==> src/rtl/seq_detect_moore.sv <==
// seq_detect_moore: parametrised Moore serial pattern detector on the falling clock edge.
// Optional saturating match counter built only when SEQDET_MATCH_CNT_EN is defined.
module seq_detect_moore #(
    parameter int            LEN     = 3,
    parameter logic [LEN-1:0] PATTERN = 3'b101,
    parameter bit            OVERLAP = 1'b1,
    parameter int            CNT_W   = 8,
    localparam int           FW      = $clog2(LEN + 1)
) (
    input  logic             CLK,
    input  logic             RES,
    input  logic             EN,
    input  logic             CLR,
    input  logic             I,
    output logic             Y,
    output logic [FW-1:0]    FILL,
    output logic [CNT_W-1:0] MATCH_CNT
);
    logic [LEN-1:0] h, h_nxt;
    logic [FW-1:0]  fill_nxt;
    logic           y_nxt;

    assign Y = (FILL == FW'(LEN)) && (h == PATTERN);

    always_comb begin
        h_nxt    = h;
        fill_nxt = FILL;
        if (CLR) begin
            h_nxt    = '0;
            fill_nxt = '0;
        end else if (EN && !OVERLAP && Y) begin
            h_nxt    = {{(LEN-1){1'b0}}, I};
            fill_nxt = FW'(1);
        end else if (EN) begin
            h_nxt    = {h[LEN-2:0], I};
            fill_nxt = (FILL == FW'(LEN)) ? FILL : FILL + FW'(1);
        end
        // a held match (EN low) or a clear never counts as a new match
        y_nxt = EN && !CLR && (fill_nxt == FW'(LEN)) && (h_nxt == PATTERN);
    end

    always_ff @(negedge CLK or negedge RES) begin
        if (!RES) begin
            h    <= '0;
            FILL <= '0;
        end else begin
            h    <= h_nxt;
            FILL <= fill_nxt;
        end
    end

`ifdef SEQDET_MATCH_CNT_EN
    always_ff @(negedge CLK or negedge RES) begin
        if (!RES)
            MATCH_CNT <= '0;
        else if (CLR)
            MATCH_CNT <= '0;
        else if (y_nxt && (MATCH_CNT != {CNT_W{1'b1}}))
            MATCH_CNT <= MATCH_CNT + CNT_W'(1);
    end
`else
    logic unused_y_nxt;
    assign unused_y_nxt = y_nxt;
    assign MATCH_CNT    = '0;
`endif
endmodule

==> config.mk <==
export PLATFORM = sky130hd
export DESIGN_NAME = seq_detect_moore
export DESIGN_NICKNAME = d
export VERILOG_FILES = /design/src/rtl/seq_detect_moore.sv
export SDC_FILE = /design/constraint.sdc
export NUM_CORES = 1
export LEC_CHECK = 0
export ABC_AREA = 1
export BUFFER_PORTS_ARGS = -buffer_cell sky130_fd_sc_hd__buf_2
export CELL_PAD_IN_SITES_DETAIL_PLACEMENT = 1
export CELL_PAD_IN_SITES_GLOBAL_PLACEMENT = 1
export CORE_AREA = 2 2 39 41
export CTS_BUF_LIST = sky130_fd_sc_hd__clkbuf_2
export CTS_CLUSTER_DIAMETER = 200
export CTS_CLUSTER_SIZE = 40
export DETAILED_ROUTE_END_ITERATION = 7
export DIE_AREA = 0 0 41 43
export GPL_TIMING_DRIVEN = 0
export PLACE_DENSITY = 0.6
export SLEW_MARGIN = 20
export SYNTH_ARGS = -nofsm -noshare
export SYNTH_HDL_FRONTEND = slang
export SYNTH_SLANG_ARGS = --single-unit
==> constraint.sdc <==
create_clock -name CLK -period 2.1 [get_ports CLK]
set_input_delay 0.42 -clock CLK [delete_from_list [all_inputs] [get_ports CLK]]
set_output_delay 0.42 -clock CLK [all_outputs]
set_load 0.02 [all_outputs]
==> flow_metrics.py, run 1 <==
metrics = {
    "floorplan": {
        "io_pins": 16,
        "core_um2": 1380,
        "rows": 14,
        "dieArea_um2": 1760,
        "fp.dieH_um": 43,
        "die_w_um": 41,
        "start_util_pct": 22.2,
    },
    "cts": {
        "cts-root-buf": "clkbuf_2",
        "clkLatencyLatePin_ns": 0.20,
        "clock_path_buffers": 2,
        "clkSinkCount": 5,
        "htreeDepth": 1,
        "postCtsHoldBufs": 0,
        "cts.clk_slew.worst_paths_ns": 0.04,
        "cts_tree": "yes",
        "cts_buffers": 3,
    },
    "drt": {
        "drt-pass1-iter-count": 1,
        "ant_nets": 0,
        "routed-via-count": 301,
        "wirelength_um": 689,
        "viasPerCell": 3.81,
        "wire_per_inst_um": 8.72,
        "drcViolationCount": 0,
        "first_iter_violations": 0,
    },
    "setup_path": {
        "crit_chain": "ha_2 -> inv_2 -> nor2_4 -> buf_6",
        "crit_required_ns": 1.68,
        "startpoint_type": "flop",
        "critical-path-slowest-cell": "dfrtn_1",
        "critical_path_class": "reg -> out",
        "reg2regPathDepth": 6,
        "cp_max_fo": 2,
        "critPathMaxStageDelay_ns": 0.42,
        "cp-end-kind": "output pin",
        "cpLargestDelayFamily": "flip-flops",
        "cp.arrival_ns": 2.10,
        "cp.buffers_inverters": 2,
        "path_depth": 4,
    },
    "layout": {
        "finalNonFillerCells": 79,
        "nets": 70,
        "drive_gt1_share_pct": 49.2,
        "syn2layout_area_growth_pct": 58.4,
        "final_util_pct": 35.1,
        "fillers": 182,
        "fin_area_um2": 485,
        "multi_input_area_um2": 143,
        "register_area_um2": 125,
        "antenna_cells": 0,
    },
    "place": {
        "dp_hpwl_um": 514,
        "portBuffers": 7,
        "dp_cells": 69,
        "place.gp.congestion": 0.716,
        "post-place-ws_ns": -0.316,
        "placed_area_um2": 395,
    },
    "global_routing": {
        "grt_pass1_vias": 310,
        "grt_start_max_net_pins": 9,
        "antenna_found_initial": 0,
        "grtUsageTotal_pct": 9.71,
        "grt-ovfl-total": 0,
        "grt_pass1_wl_mm": 1.12,
    },
    "power_and_ir_drop": {
        "power_mw": 0.286,
        "leakagePower_nw": 0.273,
        "intPower_mw": 0.200,
        "pwr-share-comb_pct": 31.6,
        "power_per_cell_area_nw_per_um2": 588,
        "switching_share_pct": 30.1,
        "ir_drop_v": 0.000190,
        "p_seq_share_pct": 38.5,
        "p_switching_mw": 0.0860,
        "p_clk_share_pct": 29.9,
    },
    "timing": {
        "slew_violations": 0,
        "fin_skew_ns": 0.000834,
        "rsz0062_at_grt": "true",
        "finalSetupViolations": 3,
        "hold_ws_ns": 0.462,
        "fin_tns_setup_ns": -0.929,
        "layout_setup_ws_ns": -0.425,
        "finalHoldViolCount": 0,
    },
    "logic_synthesis": {
        "syn_area_um2": 307,
        "yosysWarningCount": 0,
        "synth_cells": 39,
        "syn_avg_cell_area_um2": 7.86,
        "ys_types": 13,
        "ys_seq_elements": 5,
        "yosysSeqAreaShare_pct": 40.8,
    },
    "worst_hold_path": {
        "hold_depth": 2,
        "hold_class": "reg -> reg",
    },
    "outcome": {
        "status": "finished, violations left",
        "violations": "negative setup slack",
    },
    "job": {
        "cap_violations": 0,
    },
}
==> Yosys cell counts (all sizes together) <==
cell type  instances  share of area (%)
buf                8                 20
ha                 1                4.1
nand4              1                2.0
inv                4                4.9
nor2               6                7.3
dfrtn              5                 41
nand2              5                6.9
o21ai              3                4.9
nand3              5                8.2
conb               1                1.2
==> final cells by class <==
cell class,instances,area share (%)
multi-input combinational,29,29.4
sequential,5,25.8
timing repair buffer,13,21.1
buffer,8,12.4
clock buffer,4,4.12
tap,16,4.12
inverter,4,3.09
==> sequential cells by signal (all words and copies together) (netlist names) <==
name and flops:
FILL 2, h 3
==> power by group through the flow <==
| stage | sequential, mW | combinational (mW) | clock (mW) |
|---|---|---|---|
| 2_1_floorplan | 0.117 | 0.0415 | 0 |
| 3_3_place_gp | 0.113 | 0.0625 | 0 |
| 3_5_place_dp | 0.113 | 0.0628 | 0 |
| 4_1_cts | 0.110 | 0.0881 | 0.0913 |
| 5_1_grt | 0.111 | 0.101 | 0.0961 |
| 6_report | 0.110 | 0.0902 | 0.0854 |
==> repair_timing <==
| item | CTS | global route |
|---|---|---|
| buffers inserted | 5 | 2 |
| endpoints found under the setup margin | 3 | 3 |
| resized for setup | 9 | 0 |
| pin swaps | 1 | 1 |
==> routing by layer <==
metal	vias to the layer above	track usage [%]	share of wire, %
met3	0	1.57	7.1
met1	135	10.2	36
li1	156	-	-
met4	0	8.00	0
met2	10	15.6	57
met5	-	0	0
==> cell usage in the layout (no fill, tap or decap), drive strengths merged <==
cell / count
nand3: 5
conb: 8
buf: 21
nand4: 1
dfrtn: 5
clkbuf: 4
nor2: 6
o21ai: 3
ha: 1
nand2: 5
inv: 4
==> logic make-up (layout without fill, tap and decap cells) <==
family / after synthesis / in the layout / synth area share (%)
and+or+nand+nor: 17 / 17 / 24.5
other: 1 / 8 / 1.22
buffers and inverters: 12 / 29 / 24.5
AOI/OAI and AO/OA: 3 / 3 / 4.90
adders and majority gates: 1 / 1 / 4.08
DFF: 5 / 5 / 40.8
==> path summary, 6_finish.rpt <==
path	from	endpoint	slack, ns
worst max register to register	FILL[0]	FILL[1]	0.90
max in group asynchronous	RES	FILL[0]	0.98
worst max-delay path	FILL[0]	Y	-0.42
min in group asynchronous	RES	h[2]	0.96
worst min-delay path	h[1]	h[2]	0.46
worst min register to register	h[1]	h[2]	0.46
==> worst reg2reg max path: cells and delay by family (launching register included) <==
family	cells	cell delay [ns]
simple gates	2	0.14
flops	1	0.42
fa+ha+maj	1	0.19
buf+inv	3	0.30
Power figures use the tool's default switching activity.
==> inputs of run 2 (changes only) <==
- clock period: 2.1 -> 3.02 ns (I/O delays scaled with it)
==> flow_metrics.py, run 2 (synthesis results as in run 1) <==
metrics = {
    "setup_path": {
        "r2r-start": "FILL[0]",
        "cpLargestDelayFamily": "flip-flops",
        "critical-path-slowest-cell": "dfrtn_1",
        "critical_path_class": "reg -> out",
        "startpoint_type": "flop",
        "critPathMaxStageDelay_ns": 0.42,
        "reg2regPathDepth": 6,
        "cp-end-kind": "output pin",
        "cp.buffers_inverters": 2,
        "r2r_end": "FILL[1]",
        "cp.arrival_ns": 2.56,
        "r2r_setup_slack_ns": 1.83,
        "crit_chain": "ha_2 -> inv_2 -> nor2_4 -> buf_6",
        "path_depth": 4,
        "crit_required_ns": 2.42,
        "cp_max_fo": 2,
    },
    "global_routing": {
        "grt-ovfl-total": 0,
        "grtUsageTotal_pct": 8.59,
        "antenna_found_initial": 0,
        "grt_start_max_net_pins": 9,
        "grt_pass1_wl_um": 986,
        "grt_pass1_vias": 280,
    },
    "timing": {
        "hold_ws_ns": 0.462,
        "rsz0062_at_grt": "true",
        "layout_setup_ws_ns": -0.141,
        "finalSetupViolations": 1,
        "slew_violations": 0,
        "finalHoldViolCount": 0,
        "fin_skew_ns": 0.000834,
    },
    "drt": {
        "viasPerCell": 3.77,
        "drcViolationCount": 0,
        "ant_nets": 0,
        "routed-via-count": 290,
        "wirelength_um": 647,
        "first_iter_violations": 0,
        "drt-pass1-iter-count": 1,
        "wire_per_inst_um": 8.40,
    },
    "layout": {
        "syn2layout_area_growth_pct": 51.0,
        "top_regs": "h: 3 flops, FILL: 2 flops",
        "nets": 68,
        "layout_commonest_cell": "buf_4",
        "largest_register_ff_count": 3,
        "most-common-layout-cells": "buf_4, conb_1, dfrtn_1, nand3_1, nor2_1",
        "drive_gt1_share_pct": 47.5,
        "final_util_pct": 33.5,
        "antenna_cells": 0,
        "top_register": "h",
    },
    "power_and_ir_drop": {
        "switching_share_pct": 30.3,
        "p_switching_mw": 0.0578,
        "ir_drop_v": 0.000132,
        "pwr-share-comb_pct": 28.8,
        "p_clk_share_pct": 31.1,
        "power_per_cell_area_nw_per_um2": 412,
        "leakagePower_nw": 0.261,
        "power_mw": 0.191,
        "p_seq_share_pct": 40.0,
        "intPower_mw": 0.133,
    },
    "outcome": {
        "status": "finished, violations left",
        "violations": "negative setup slack",
    },
    "cts": {
        "cts_tree": "yes",
        "cts.clk_slew.worst_paths_ns": 0.04,
        "clkLatencyLatePin_ns": 0.20,
        "clock_path_buffers": 2,
        "cts_buffers": 3,
        "cts-root-buf": "clkbuf_2",
        "htreeDepth": 1,
        "postCtsHoldBufs": 0,
        "clkSinkCount": 5,
    },
    "floorplan": {
        "rows": 14,
        "io_pins": 16,
        "fp.dieH_um": 43,
        "dieArea_um2": 1760,
        "die_w_um": 41,
        "start_util_pct": 22.2,
        "core_um2": 1380,
    },
    "worst_hold_path": {
        "hold_path_end": "h[2]",
        "hold_depth": 2,
        "hold_class": "reg -> reg",
        "hp-start": "h[1]",
    },
    "job": {
        "cap_violations": 0,
    },
    "place": {
        "post-place-ws_ns": -0.0398,
        "dp_hpwl_um": 514,
        "portBuffers": 7,
        "place.gp.congestion": 0.716,
    },
}
-- run 2: cell type report --
| class | instances | area, um^2 |
|---|---|---|
| buffer | 8 | 60.1 |
| timing repair buffer | 11 | 80.1 |
| fill | 180 | 921 |
| tap | 16 | 20.0 |
| multi-input combinational | 29 | 143 |
| clock buffer | 4 | 20.0 |
| inverter | 4 | 15.0 |
| sequential | 5 | 125 |
-- run 2: worst register-to-register path, delay by kind of cell (launching register included) --
kind	cells	cell delay [ns]
adders and majority gates	1	0.19
and+or+nand+nor	2	0.14
buffers and inverters	3	0.30
DFF	1	0.42
-- run 2: power by group through the flow --
stage | Combinational, mW | Clock, mW | Sequential, mW
2_1_floorplan | 0.0288 | 0 | 0.0816
3_3_place_gp | 0.0434 | 0 | 0.0783
3_5_place_dp | 0.0436 | 0 | 0.0784
4_1_cts | 0.0507 | 0.0635 | 0.0763
5_1_grt | 0.0616 | 0.0668 | 0.0769
6_report | 0.0550 | 0.0594 | 0.0764
-- run 2: stage by stage --
step / TNS (ns) / cell area, um^2 / cells
final: -0.141 / 463 / 77
after global routing: -0.186 / 463 / 77
after CTS: -0.159 / 447 / 76
after detailed placement: -0.0398 / 395 / 69
after global placement: -0.0338 / 395 / 69
after floorplan: -0.0416 / 340 / 46
-- run 2: timing repair --
item                                    4_1_cts  5_1_grt
pin swaps                                     1        1
endpoints found under the setup margin        1        3
resized for setup                             4        3
cloned                                        0        0
buffers inserted                              3        2
-- run 2: metal layers --
metal	up-vias	GRT usage (%)	part of all wire (%)
li1	152	-	-
met1	128	8.22	35
met2	10	14.1	57
met3	0	1.57	7.6
met4	0	8.00	0
met5	-	0	0
-- run 2: how the worst max path moves through the flow --
stage	startpoint	to	slack [ns]
2_1_floorplan	FILL[0]	Y	-0.04
6_report	FILL[0]	Y	-0.14
3_3_place_gp	FILL[0]	Y	-0.03
3_5_place_dp	FILL[0]	Y	-0.04
5_1_grt	FILL[0]	Y	-0.19
4_1_cts	FILL[0]	Y	-0.16
==> inputs of run 3 (changes only) <==
==> constraint.sdc (replaced) <==
create_clock -name CLK -period 3.02 [get_ports CLK]
set_input_delay 0.302 -clock CLK [delete_from_list [all_inputs] [get_ports CLK]]
set_output_delay 0.302 -clock CLK [all_outputs]
set_load 0.02 [all_outputs]
==> flow_metrics.py, run 3 (synthesis results as in run 1) <==
metrics = {
    "outcome": {
        "status": "finished clean",
    },
    "drt": {
        "wirelength_um": 602,
        "first_iter_violations": 3,
        "routed-via-count": 275,
        "wire_per_inst_um": 8.14,
        "drcViolationCount": 0,
        "drt-pass1-iter-count": 2,
        "ant_nets": 0,
        "viasPerCell": 3.72,
    },
    "layout": {
        "top_regs": "h: 3 flops, FILL: 2 flops",
        "largest_register_ff_count": 3,
        "drive_gt1_share_pct": 41.4,
        "antenna_cells": 0,
        "nets": 65,
        "syn2layout_area_growth_pct": 37.1,
        "most-common-layout-cells": "buf_4, conb_1, nor2_1, buf_2",
        "layout_commonest_cell": "buf_4",
        "final_util_pct": 30.4,
        "top_register": "h",
    },
    "setup_path": {
        "crit_required_ns": 2.72,
        "critical_path_class": "reg -> out",
        "r2r-start": "FILL[0]",
        "cp-end-kind": "output pin",
        "cp_max_fo": 4,
        "startpoint_type": "flop",
        "reg2regPathDepth": 5,
        "r2r_setup_slack_ns": 1.95,
        "cp.arrival_ns": 2.65,
        "r2r_end": "FILL[0]",
    },
    "timing": {
        "fin_tns_setup_ns": 0,
        "fin_skew_ns": 0.00195,
        "slew_violations": 0,
        "finalSetupViolations": 0,
        "finalHoldViolCount": 0,
    },
    "cts": {
        "cts_buffers": 3,
        "clock_path_buffers": 2,
        "clkLatencyLatePin_ns": 0.20,
        "cts_tree": "yes",
        "clkSinkCount": 5,
        "cts.clk_slew.worst_paths_ns": 0.04,
        "htreeDepth": 1,
        "cts-root-buf": "clkbuf_2",
        "postCtsHoldBufs": 0,
    },
    "place": {
        "place.gp.congestion": 0.709,
        "portBuffers": 7,
        "dp_hpwl_um": 528,
    },
    "power_and_ir_drop": {
        "power_mw": 0.182,
        "ir_drop_v": 0.000132,
        "power_per_cell_area_nw_per_um2": 432,
        "leakagePower_nw": 0.245,
    },
    "job": {
        "cap_violations": 0,
    },
    "global_routing": {
        "grt-ovfl-total": 0,
        "top_usage_layer": "met2",
        "grt_use_met3_pct": 1.57,
        "antenna_found_initial": 0,
        "grtUsageMet1_pct": 9.21,
        "grt_pass1_vias": 263,
        "grtUsageTotal_pct": 7.99,
        "grt_pass1_wl_um": 924,
        "grtUsageMet2_pct": 12.2,
        "grt_start_max_net_pins": 9,
    },
    "floorplan": {
        "die_w_um": 41,
        "dieArea_um2": 1760,
        "core_um2": 1380,
        "io_pins": 16,
        "rows": 14,
        "fp.dieH_um": 43,
        "start_util_pct": 22.2,
    },
    "worst_hold_path": {
        "hold_depth": 2,
        "hold_class": "reg -> reg",
        "hp-start": "h[1]",
        "hold_path_end": "h[2]",
    },
}
-- run 3: how the worst max path moves through the flow --
| stage | start | end | slack, ns |
|---|---|---|---|
| floorplan | FILL[0] | Y | 0.12 |
| global placement | FILL[0] | Y | 0.25 |
| detailed placement | FILL[0] | Y | 0.26 |
| CTS | FILL[0] | Y | 0.04 |
| global route | FILL[0] | Y | -0.005 |
| finish | FILL[0] | Y | 0.07 |
-- run 3: stage by stage --
step	cells	cell area (um^2)	setup slack, ns	hold WS, ns
floorplan	46	333	0.120	0.439
global placement	69	388	0.255	0.471
detailed placement	69	388	0.261	0.495
CTS	73	408	0.0352	0.495
global route	74	420	-0.00488	0.527
finish	74	420	0.0705	0.483
-- run 3: metal layers --
metal	vias to the layer above	wire length [um]	share of wire (%)
li1	145	-	-
met1	121	234	39
met2	9	321	53
met3	0	47	7.8
met4	0	0	0
met5	-	0	0
-- run 3: cell type report --
cell class	instances	area, um^2
plain buffers	8	60.1
repair buffers	8	45.0
inverters	4	15.0
multi-input cells	29	135
flip-flops and latches	5	125
well taps	16	20.0
fillers	180	963
clock buffers	4	20.0
-- run 3: where the power goes --
group	internal (mW)	total, mW	switching, mW
Sequential	0.0732	0.0774	0.00420
Clock	0.0351	0.0601	0.0251
Combinational	0.0173	0.0441	0.0269
-- run 3: timing repair --
action	4_1_cts	5_1_grt
gates resized for setup	0	2
setup endpoints to repair	0	1
hold endpoints to repair	0	0
setup buffers	0	1
-- run 3: worst max-delay path, cell delays in order, from the launching register on --
cell	delay, ns
dfrtn_1	0.45
ha_2	0.19
inv_1	0.06
nor2_1	0.10
buf_4	0.14
